## src/rtl/if_prefetch_unit.sv

```systemverilog
// ---------------------------------------------------------------------------
// if_prefetch_unit
//
// Instruction-fetch front end for the single-cycle datapath. Owns the fetch
// PC, issues word reads to a synchronous instruction memory (one-cycle read
// latency) and buffers the returned words with their PCs in a 2-entry FIFO.
// A redirect reloads the fetch PC and discards every word that has been
// fetched but not yet delivered, including a word still in flight.
//
// Ports:
//   clk          system clock, all state updates on posedge
//   rst          asynchronous active-low reset
//   imem_req     read request to instruction memory this cycle
//   imem_addr    word address of the request (fpc[IMEM_AW+1:2])
//   imem_rdata   read data, valid the cycle after an accepted request
//   redirect     load redirect_pc into the fetch PC and flush
//   redirect_pc  redirect target byte address (low 2 bits ignored)
//   inst_ready   downstream consumes the head instruction this cycle
//   inst_valid   queue head valid
//   Inst_code    head instruction word, 0 (NOP) when empty
//   inst_pc      byte PC of the head instruction, 0 when empty
//   fetch_cnt    delivered-instruction counter, wraps
// ---------------------------------------------------------------------------
module if_prefetch_unit #(
    parameter logic [31:0] PC_RESET = 32'h0000_0000,
    parameter int          IMEM_AW  = 6
) (
    input  logic               clk,
    input  logic               rst,
    output logic               imem_req,
    output logic [IMEM_AW-1:0] imem_addr,
    input  logic [31:0]        imem_rdata,
    input  logic               redirect,
    input  logic [31:0]        redirect_pc,
    input  logic               inst_ready,
    output logic               inst_valid,
    output logic [31:0]        Inst_code,
    output logic [31:0]        inst_pc,
    output logic [15:0]        fetch_cnt
);

    logic [31:0] fpc;
    logic [31:0] inflight_pc;
    logic        inflight;
    logic [1:0]  count;
    logic [31:0] q_word [2];   // entry 0 is always the head
    logic [31:0] q_pc   [2];

    logic        pop;
    logic        pop_eff;      // pop that actually retires (not during redirect)
    logic        wr_en;        // returning word is written into the queue
    logic [2:0]  occupancy;    // slots committed after this cycle's pop

    // The target's low bits are forced to zero; they are never consumed.
    logic unused_redirect_lsbs;
    assign unused_redirect_lsbs = ^redirect_pc[1:0];

    assign inst_valid = (count != 2'd0);
    assign pop        = inst_valid & inst_ready;
    assign pop_eff    = pop & ~redirect;
    assign wr_en      = inflight & ~redirect;

    // An in-flight word already owns a queue slot, so a new request is only
    // issued when a slot is still free after this cycle's pop. This keeps
    // count + inflight <= 2 and the queue can never overflow.
    assign occupancy = {1'b0, count} + {2'b00, inflight} - {2'b00, pop};
    assign imem_req  = rst & ~redirect & (occupancy < 3'd2);
    assign imem_addr = fpc[IMEM_AW+1:2];

    assign Inst_code = inst_valid ? q_word[0] : 32'h0000_0000;
    assign inst_pc   = inst_valid ? q_pc[0]   : 32'h0000_0000;

    // NOTE: state registers use non-blocking assignments so every register
    // samples the pre-edge values of the others, independent of block order.
    always_ff @(posedge clk or negedge rst) begin
        if (!rst) begin
            fpc       <= PC_RESET;
            count     <= 2'd0;
            inflight  <= 1'b0;
            fetch_cnt <= 16'd0;
        end else if (redirect) begin
            // Redirect wins over everything: drop queue, in-flight word and pop.
            fpc      <= {redirect_pc[31:2], 2'b00};
            count    <= 2'd0;
            inflight <= 1'b0;
        end else begin
            if (imem_req) begin
                fpc <= fpc + 32'd4;
            end
            inflight <= imem_req;
            case ({wr_en, pop_eff})
                2'b10:   count <= count + 2'd1;
                2'b01:   count <= count - 2'd1;
                default: count <= count;       // idle, or write+pop
            endcase
            if (pop_eff) begin
                fetch_cnt <= fetch_cnt + 16'd1;
            end
        end
    end

    // NOTE: the queue payload and inflight_pc are deliberately not reset;
    // they are only observable through count/inflight, which are reset, and
    // the head outputs are gated to zero while the queue is empty.
    always_ff @(posedge clk) begin
        if (imem_req) begin
            inflight_pc <= fpc;
        end
        if (wr_en) begin
            if (pop_eff) begin
                if (count == 2'd2) begin
                    q_word[0] <= q_word[1];
                    q_pc[0]   <= q_pc[1];
                    q_word[1] <= imem_rdata;
                    q_pc[1]   <= inflight_pc;
                end else begin
                    q_word[0] <= imem_rdata;
                    q_pc[0]   <= inflight_pc;
                end
            end else if (count == 2'd0) begin
                q_word[0] <= imem_rdata;
                q_pc[0]   <= inflight_pc;
            end else begin
                // count is 1 here; a write with count 2 and no pop cannot occur.
                q_word[1] <= imem_rdata;
                q_pc[1]   <= inflight_pc;
            end
        end else if (pop_eff) begin
            q_word[0] <= q_word[1];
            q_pc[0]   <= q_pc[1];
        end
    end

endmodule
```

## config.mk

```make
export PLATFORM = sky130hd
export DESIGN_NAME = if_prefetch_unit
export DESIGN_NICKNAME = d
export VERILOG_FILES = /design/src/rtl/if_prefetch_unit.sv
export SDC_FILE = /design/constraint.sdc
export NUM_CORES = 1
export LEC_CHECK = 0
export CAP_MARGIN = 10
export CORE_UTILIZATION = 50
export CTS_BUF_LIST = sky130_fd_sc_hd__clkbuf_4 sky130_fd_sc_hd__clkbuf_8 sky130_fd_sc_hd__clkbuf_16
export CTS_CLUSTER_SIZE = 8
export DETAILED_ROUTE_END_ITERATION = 10
export PLACE_DENSITY = 0.73
export SLEW_MARGIN = 40
export SYNTH_ARGS = -nofsm -noshare
export SYNTH_HDL_FRONTEND = slang
export SYNTH_SLANG_ARGS = --single-unit
```

## constraint.sdc

```tcl
create_clock -name clk -period 10.8 [get_ports clk]
set_input_delay 3.24 -clock clk [delete_from_list [all_inputs] [get_ports clk]]
set_output_delay 3.24 -clock clk [all_outputs]
set_load 0.05 [all_outputs]
```

==> flow_summary.yaml, run 1 <==
status:
  status: "finished clean"
grt:
  grt_overflow: 0
  antenna_found_initial: 0
  track_usage_pct: 18.53
  first_global_vias: 5045
  grt_max_degree: 65
  grt_first_pass_wirelength_um: 25780
floorplanning:
  die_w_um: 131.7
  start_util_pct: 50.87
  die-area_mm2: 0.01734
  rows: 47
  num_io_pins: 156
  core_area_mm2: 0.01652
  die_h_um: 131.7
placement:
  globalplace.congestion: 0.7751
  io_buffers: 151
  dp_slack_ns: 1.090
  hpwl_um: 9702
timing:
  skew_ns: 0.008467
  fin_tns_setup_ns: 0
  hold_slack_ns: 0.4371
  worstMarginPinSlew_ns: 0.6354
  worst_slack_ns: 1.151
  setup_viol: 0
  drv_slew: 0
  hold_viol: 0
  relSlewSlack_pct: 57.64
  finalCritPeriodShare_pct: 89.35
  min_period_ns: 9.650
  fmax_mhz: 103.6
  rsz0062_at_grt: "false"
critical_path:
  end_kind: "output pin"
  crit_path_max_fanout: 5
  rr_endpoint: "fpc[29]"
  required_ns: 7.56
  reg2regPathDepth: 10
  r2r_slack_ns: 7.10
  start_kind: "primary input"
  worstPathArrival_ns: 6.41
  worst-setup-path-type: "primary input to output pin"
  r2r-start: "count[0]"
min_path:
  min_from: "inflight_pc[5]"
  hold_end: "q_pc[1][5]"
  hold_class: "flop to flop"
  holdPathStages: 0
clock_network:
  clkTransAtPathRegs_ns: 0.05
  ctsHoldBuffers: 0
  cts_setup_buffers: 0
  clk_latency_ns: 0.51
  cts_buffers: 29
  h-tree-depth: 1
  post_cts_resized: 0
  cts_sinks: 203
  clockRootBuffer: "clkbuf_16"
  cts_tree: "built"
  cts_buffer_depth: 3
logic_synthesis:
  yosysTopAreaCellShare_pct: 55.01
  synth_seq_cells: 203
  synth.avg_cell_area_um2: 14.77
  synthTopCellsByArea: "edfxtp_1 55%, dfrtp_1 15%, mux2_2 8.4%"
  yosysSeqAreaShare_pct: 69.59
  yosysWarnings: 0
  yosysUniqueCellTypes: 36
  yosysTopAreaCell: "edfxtp_1"
  syn_area_mm2: 0.008407
  syn_inst: 569
final_layout:
  nFillCells: 1173
  final_cell_mix: "154 x edfxtp_1, 149 x clkdlybuf4s50_1, 64 x and2_1"
  drive_gt1_share_pct: 17.87
  nets: 801
  syn_to_final_growth_pct: 31.33
  antenna_cells: 0
  final_common_cell: "edfxtp_1"
power_and_ir_drop:
  power_leakage_nw: 3.978
  total_power_mw: 2.487
  max-vdd-ir-drop_uv: 166.7
  p_per_area_mw_per_mm2: 225.3
job:
  maxCapViolCount: 0
routing:
  wirelength_um: 15480
  drt_iter0_markers: 262
  dr.pass1.iters: 4
  avgRoutedWirePerCell_um: 15.96
  postRouteAntennaNets: 0
  via_per_inst: 5.106
  drc: 0
  vias: 4953
## final cells by class
cell class              instances  area (um^2)  share of cell area [%]
inverters                       5        18.77                  0.1700
well taps                     220        275.3                   2.493
repair buffers                158         1565                   14.18
flip-flops and latches        203         5851                   52.99
clock inverters                 1        6.256                 0.05666
multi-input cells             332         2434                   22.04
clock buffers                  51        890.9                   8.069
## metrics by stage
stage	cells	utilization [%]	area, um^2
global placement	918	61.32	10130
CTS	970	66.74	11030
global route	970	66.81	11040
floorplan	570	-	8416
finish	970	66.81	11040
detailed placement	918	61.32	10130
## synth_stat cells
library cell / count
xor2_1: 20
mux2_2: 63
o21ai_1: 1
ha_1: 3
nor2b_1: 1
clkbuf_1: 14
fa_1: 1
conb_1: 1
nor3_4: 1
a31oi_1: 6
and4b_1: 1
xor2_2: 1
edfxtp_1: 154
and4_1: 5
nor4_4: 1
nand4_1: 12
buf_4: 8
nand2b_1: 1
buf_2: 8
dfrtp_1: 49
nor3_1: 5
or3_1: 6
xnor2_1: 20
mux2i_1: 1
nand3_2: 2
o21ai_0: 32
and3_1: 8
nand2_1: 42
and2_1: 64
nand3_1: 16
nand4_2: 1
a21oi_1: 3
nor2_1: 11
a2111oi_0: 1
nor3b_1: 1
inv_1: 5
## worst max-delay path, stage by stage
cell             delay (ns)
clkdlybuf4s50_1        0.51
o21ai_1                0.35
inv_1                  0.09
ha_1                   0.29
nand2b_1               0.15
fa_1                   0.52
nand2_1                0.17
nor3_4                 0.25
clkdlybuf4s50_1        0.83
## cells by family (layout without fill, tap and decap cells)
family          after synthesis  count (layout)  share of synthesized area [%]
flops                       203             203                          69.59
simple gates                178             178                          12.03
mux                          64              64                          8.558
compound gates               43              43                          2.694
xor+xnor                     41              41                          4.361
buf+inv                      35             215                          2.039
fa+ha+maj                     4               4                         0.6847
other cells                   1               2                        0.04461
## report_power, final
| part | total [mW] | switching, mW | leakage [nW] | internal, mW |
|---|---|---|---|---|
| clock | 0.851 | 0.298 | 0.463 | 0.553 |
| combinational | 0.644 | 0.421 | 1.49 | 0.224 |
| sequential | 0.992 | 0.0472 | 2.03 | 0.945 |
| total | 2.49 | 0.766 | 3.98 | 1.72 |
## sequential cells by signal (all words and copies together) (netlist names)
register,count
count,2
q_pc,60
inflight,1
fpc,30
inflight_pc,30
q_word,64
fetch_cnt,16
## how the worst max path moves through the flow
stage | from | cells after the start | to | slack (ns)
CTS | inst_ready | 9 | imem_req | 1.07
detailed placement | inst_ready | 9 | imem_req | 1.09
floorplan | inst_ready | 7 | imem_req | 1.22
global route | inst_ready | 9 | imem_req | 0.94
finish | inst_ready | 9 | imem_req | 1.15
global placement | inst_ready | 9 | imem_req | 1.15
## per-layer routing
layer	GRT usage [%]	up-vias	routed length (um)
met4	5.168	0	241
met2	30.04	181	7179
met1	24.38	2365	6850
met3	5.324	20	1207
met5	0	-	0
li1	-	2387	-
(Power assumes the default switching activity.)
==> inputs of run 2 (changes only) <==
--- a/config.mk
+++ b/config.mk
@@ -10,7 +10,8 @@
 export CTS_BUF_LIST = sky130_fd_sc_hd__clkbuf_4 sky130_fd_sc_hd__clkbuf_8 sky130_fd_sc_hd__clkbuf_16
 export CTS_CLUSTER_SIZE = 8
 export DETAILED_ROUTE_END_ITERATION = 10
-export PLACE_DENSITY = 0.73
+export DONT_BUFFER_PORTS = 1
+export PLACE_DENSITY = 0.61
 export SLEW_MARGIN = 40
 export SYNTH_ARGS = -nofsm -noshare
 export SYNTH_HDL_FRONTEND = slang
==> flow_summary.yaml, run 2 (same netlist as run 1, synthesis figures left out) <==
floorplanning:
  die-area_mm2: 0.01734
  die_h_um: 131.7
  die_w_um: 131.7
  rows: 47
  core_area_mm2: 0.01652
  num_io_pins: 156
  start_util_pct: 50.87
timing:
  fin_tns_setup_ns: 0
  drv_slew: 0
  worstMarginPinSlew_ns: 0.7230
  fmax_mhz: 116.1
  min_period_ns: 8.613
  rsz0062_at_grt: "false"
  setup_viol: 0
  finalCritPeriodShare_pct: 79.75
  hold_viol: 0
  skew_ns: 0.01069
  relSlewSlack_pct: 51.64
critical_path:
  critPathSlowestCell: "nor3_4"
  worst-setup-path-type: "primary input to output pin"
  crit_family: "simple AND/OR/NAND/NOR gates"
  crit_chain: "o21ai_1 -> inv_1 -> ha_1 -> nand2b_1 -> fa_1 -> nand2_1 -> nor3_4"
  r2r-start: "count[0]"
  end_kind: "output pin"
  crit_path_max_fanout: 5
  critPathMaxStageDelay_ns: 0.65
  start_kind: "primary input"
  worstPathArrival_ns: 5.37
  required_ns: 7.56
  crit_path_start: "inst_ready"
  path_buf_inv: 1
final_layout:
  nFillCells: 1330
  final_cell_mix: "154 x edfxtp_1, 64 x and2_1, 63 x mux2_2"
  syn_to_final_growth_pct: 13.23
  antenna_cells: 0
  fin_util_pct: 57.61
  instances_no_fill: 816
  largest_register_ffs: 64
  regMostFlops: "q_word"
  final_common_cell: "edfxtp_1"
  nets: 647
  reg_top3: "q_word x64, q_pc x60"
  drive_gt1_share_pct: 21.81
clock_network:
  cts_tree: "built"
  cts_buffers: 29
  clkTransAtPathRegs_ns: 0.05
  post_cts_resized: 0
  h-tree-depth: 1
  clk_latency_ns: 0.52
  cts_buffer_depth: 3
  clockRootBuffer: "clkbuf_16"
  cts_setup_buffers: 0
  cts_sinks: 203
  ctsHoldBuffers: 0
routing:
  via_per_inst: 5.490
  dr.pass1.iters: 4
  postRouteAntennaNets: 0
  vias: 4480
  avgRoutedWirePerCell_um: 18.26
  drt_iter0_markers: 201
  drc: 0
  wirelength_um: 14900
placement:
  placedCellCount: 764
  hpwl_um: 9176
  io_buffers: 0
  globalplace.congestion: 0.8135
grt:
  grt_max_degree: 65
  antenna_found_initial: 0
  met1_usage_pct: 21.94
  track_usage_pct: 17.74
  grt_use_met3_pct: 7.137
  grt_overflow: 0
  top_usage_layer: "met2"
  first_global_vias: 4570
  grt_use_met2_pct: 27.92
  grt_first_pass_wirelength_um: 24300
power_and_ir_drop:
  p_per_area_mw_per_mm2: 245.0
  power_leakage_nw: 3.406
  max-vdd-ir-drop_uv: 141.1
  total_power_mw: 2.332
status:
  status: "finished clean"
min_path:
  hold_class: "flop to flop"
  min_from: "inflight_pc[19]"
job:
  maxCapViolCount: 0
-- run 2: cell types whose count changed in the layout (fill, tap and decap cells not counted), sizes merged --
cell / change
clkdlybuf4s50: -149
buf: -5
-- run 2: worst paths after layout --
kind	endpoint	slack (ns)	cells after the start
max	imem_req	2.19	7
max in group asynchronous	fpc[7]	8.29	0
max reg2reg	inflight_pc[6]	7.09	8
min reg2reg	q_pc[1][19]	0.44	0
min in group asynchronous	fetch_cnt[9]	2.42	0
min	q_pc[1][19]	0.44	0
-- run 2: area by class of cell --
| cell class | count | area (um^2) | area share [%] |
|---|---|---|---|
| Timing Repair Buffer | 4 | 41.29 | 0.4338 |
| Clock buffer | 51 | 890.9 | 9.359 |
| Tap cell | 220 | 275.3 | 2.892 |
| Multi-Input combinational cell | 332 | 2434 | 25.57 |
| Inverter | 5 | 21.27 | 0.2234 |
| Clock inverter | 1 | 6.256 | 0.06572 |
| Sequential cell | 203 | 5851 | 61.46 |
-- run 2: layer usage --
metal  up-vias  wire length [um]
met4         0               430
met1      2202              6268
met5         -                 0
li1       2077                 -
met3        30              1389
met2       171              6815
-- run 2: report_power, final --
part | internal [mW] | total [mW] | switching (mW)
Clock | 0.553 | 0.857 | 0.305
Sequential | 0.944 | 1.03 | 0.0850
Combinational | 0.0887 | 0.446 | 0.357
-- run 2: metrics by stage --
stage               instance area [um^2]  hold WS (ns)  setup WS (ns)
finish                              9519        0.4370          2.187
global route                        9519        0.4433          2.014
CTS                                 9512        0.4393          2.129
floorplan                           8416        0.4222          1.225
detailed placement                  8615        0.4360          2.143
global placement                    8608        0.4355          2.168
==> inputs of run 3 (changes only) <==
--- a/config.mk
+++ b/config.mk
@@ -11,7 +11,7 @@
 export CTS_CLUSTER_SIZE = 8
 export DETAILED_ROUTE_END_ITERATION = 10
 export DONT_BUFFER_PORTS = 1
-export PLACE_DENSITY = 0.61
+export PLACE_DENSITY = 0.64
 export SLEW_MARGIN = 40
 export SYNTH_ARGS = -nofsm -noshare
 export SYNTH_HDL_FRONTEND = slang
==> constraint.sdc (replaced) <==
create_clock -name clk -period 7.36 [get_ports clk]
set_input_delay 2.208 -clock clk [delete_from_list [all_inputs] [get_ports clk]]
set_output_delay 2.208 -clock clk [all_outputs]
set_load 0.05 [all_outputs]
==> flow_summary.yaml, run 3 (same netlist as run 1, synthesis figures left out) <==
floorplanning:
  die_w_um: 131.7
  die-area_mm2: 0.01734
  start_util_pct: 50.87
  die_h_um: 131.7
  num_io_pins: 156
  core_area_mm2: 0.01652
  rows: 47
grt:
  grt_overflow: 0
  grt_max_degree: 65
  antenna_found_initial: 0
  first_global_vias: 4529
  track_usage_pct: 17.41
  grt_first_pass_wirelength_um: 23880
timing:
  relSlewSlack_pct: 46.18
  finalCritPeriodShare_pct: 88.10
  fmax_mhz: 154.2
  setup_viol: 0
  worstMarginPinSlew_ns: 0.7989
  skew_ns: 0.01337
  drv_slew: 0
  min_period_ns: 6.484
  fin_tns_setup_ns: 0
  rsz0062_at_grt: "false"
  hold_viol: 0
  hold_slack_ns: 0.4415
final_layout:
  nFillCells: 1308
  syn_to_final_growth_pct: 13.78
  reg_top3: "q_word x64, q_pc x60"
  instances_no_fill: 819
  regMostFlops: "q_word"
  final_cell_mix: "154 x edfxtp_1, 64 x and2_1, 63 x mux2_2"
  final_common_cell: "edfxtp_1"
  largest_register_ffs: 64
  nets: 651
  antenna_cells: 0
  drive_gt1_share_pct: 22.20
clock_network:
  clk_latency_ns: 0.51
  cts_buffer_depth: 3
  cts_buffers: 29
  h-tree-depth: 1
  clkTransAtPathRegs_ns: 0.05
  clockRootBuffer: "clkbuf_16"
  cts_setup_buffers: 0
  post_cts_resized: 0
  cts_sinks: 203
  cts_tree: "built"
  ctsHoldBuffers: 0
critical_path:
  reg2regPathDepth: 8
  start_kind: "primary input"
  worst-setup-path-type: "primary input to output pin"
  r2r_slack_ns: 3.51
  end_kind: "output pin"
  endpoint: "imem_req"
  crit_path_start: "inst_ready"
  crit_path_max_fanout: 5
  required_ns: 5.15
  rr_endpoint: "inflight_pc[29]"
  r2r-start: "count[0]"
  worstPathArrival_ns: 4.28
power_and_ir_drop:
  p_per_area_mw_per_mm2: 356.3
  max-vdd-ir-drop_uv: 215.3
  pwr-share-seq_pct: 44.3
  internal_power_mw: 2.325
  total_power_mw: 3.408
  sw_frac_of_total_pct: 31.78
  power_frac_comb_pct: 19.3
  p_sw_mw: 1.083
  power_leakage_nw: 3.424
  p_clk_share_pct: 36.4
placement:
  globalplace.congestion: 0.7768
  hpwl_um: 9544
  placedCellCount: 768
  io_buffers: 0
routing:
  postRouteAntennaNets: 0
  via_per_inst: 5.365
  avgRoutedWirePerCell_um: 18.08
  drt_iter0_markers: 171
  dr.pass1.iters: 4
  drc: 0
  vias: 4394
  wirelength_um: 14810
min_path:
  hold_class: "flop to flop"
job:
  maxCapViolCount: 0
status:
  status: "finished clean"
==> run 3: metrics by stage <==
step	util (%)	worst slack, ns	area, um^2
global placement	52.09	0.8893	8608
finish	57.89	0.8758	9565
detailed placement	52.47	0.8604	8671
floorplan	-	0.4656	8422
CTS	57.86	0.8549	9562
global route	57.89	0.7509	9565
==> run 3: worst min-delay path by stage <==
stage	cells after the start	to	startpoint
2_1_floorplan	0	q_pc[1][10]	inflight_pc[10]
3_3_place_gp	0	q_pc[1][12]	inflight_pc[12]
3_5_place_dp	0	q_pc[1][23]	inflight_pc[23]
4_1_cts	0	q_pc[1][18]	inflight_pc[18]
5_1_grt	0	q_pc[1][12]	inflight_pc[12]
6_report	0	q_pc[1][25]	inflight_pc[25]
==> run 3: cell type report <==
type | count | area, um^2 | area share, %
clock inverter | 1 | 7.507 | 0.07848
timing repair buffer | 8 | 93.84 | 0.9810
sequential | 203 | 5851 | 61.16
clock buffer | 50 | 883.3 | 9.235
multi-input combinational | 332 | 2434 | 25.44
tap | 220 | 275.3 | 2.878
inverter | 5 | 21.27 | 0.2224
==> run 3: routing by layer <==
| layer | routed length [um] | global-route usage [%] | vias up |
|---|---|---|---|
| li1 | - | - | 2077 |
| met1 | 6416 | 22.53 | 2141 |
| met2 | 6862 | 27.34 | 158 |
| met3 | 1268 | 6.057 | 18 |
| met4 | 264 | 5.943 | 0 |
| met5 | 0 | 0 | - |
==> run 3: power by group through the flow <==
stage | registers [mW] | clock network (mW) | logic [mW]
after global placement | 1.53 | 0 | 0.648
after global routing | 1.52 | 1.32 | 0.699
final | 1.51 | 1.24 | 0.658
after floorplan | 1.49 | 0 | 0.623
after detailed placement | 1.53 | 0 | 0.665
after CTS | 1.51 | 1.27 | 0.666
==> run 3: worst max-delay path: stages <==
cell      delay (ns)
o21ai_0         0.28
inv_1           0.10
ha_1            0.28
nand2b_1        0.15
fa_1            0.51
nand2_1         0.16
nor3_4          0.56
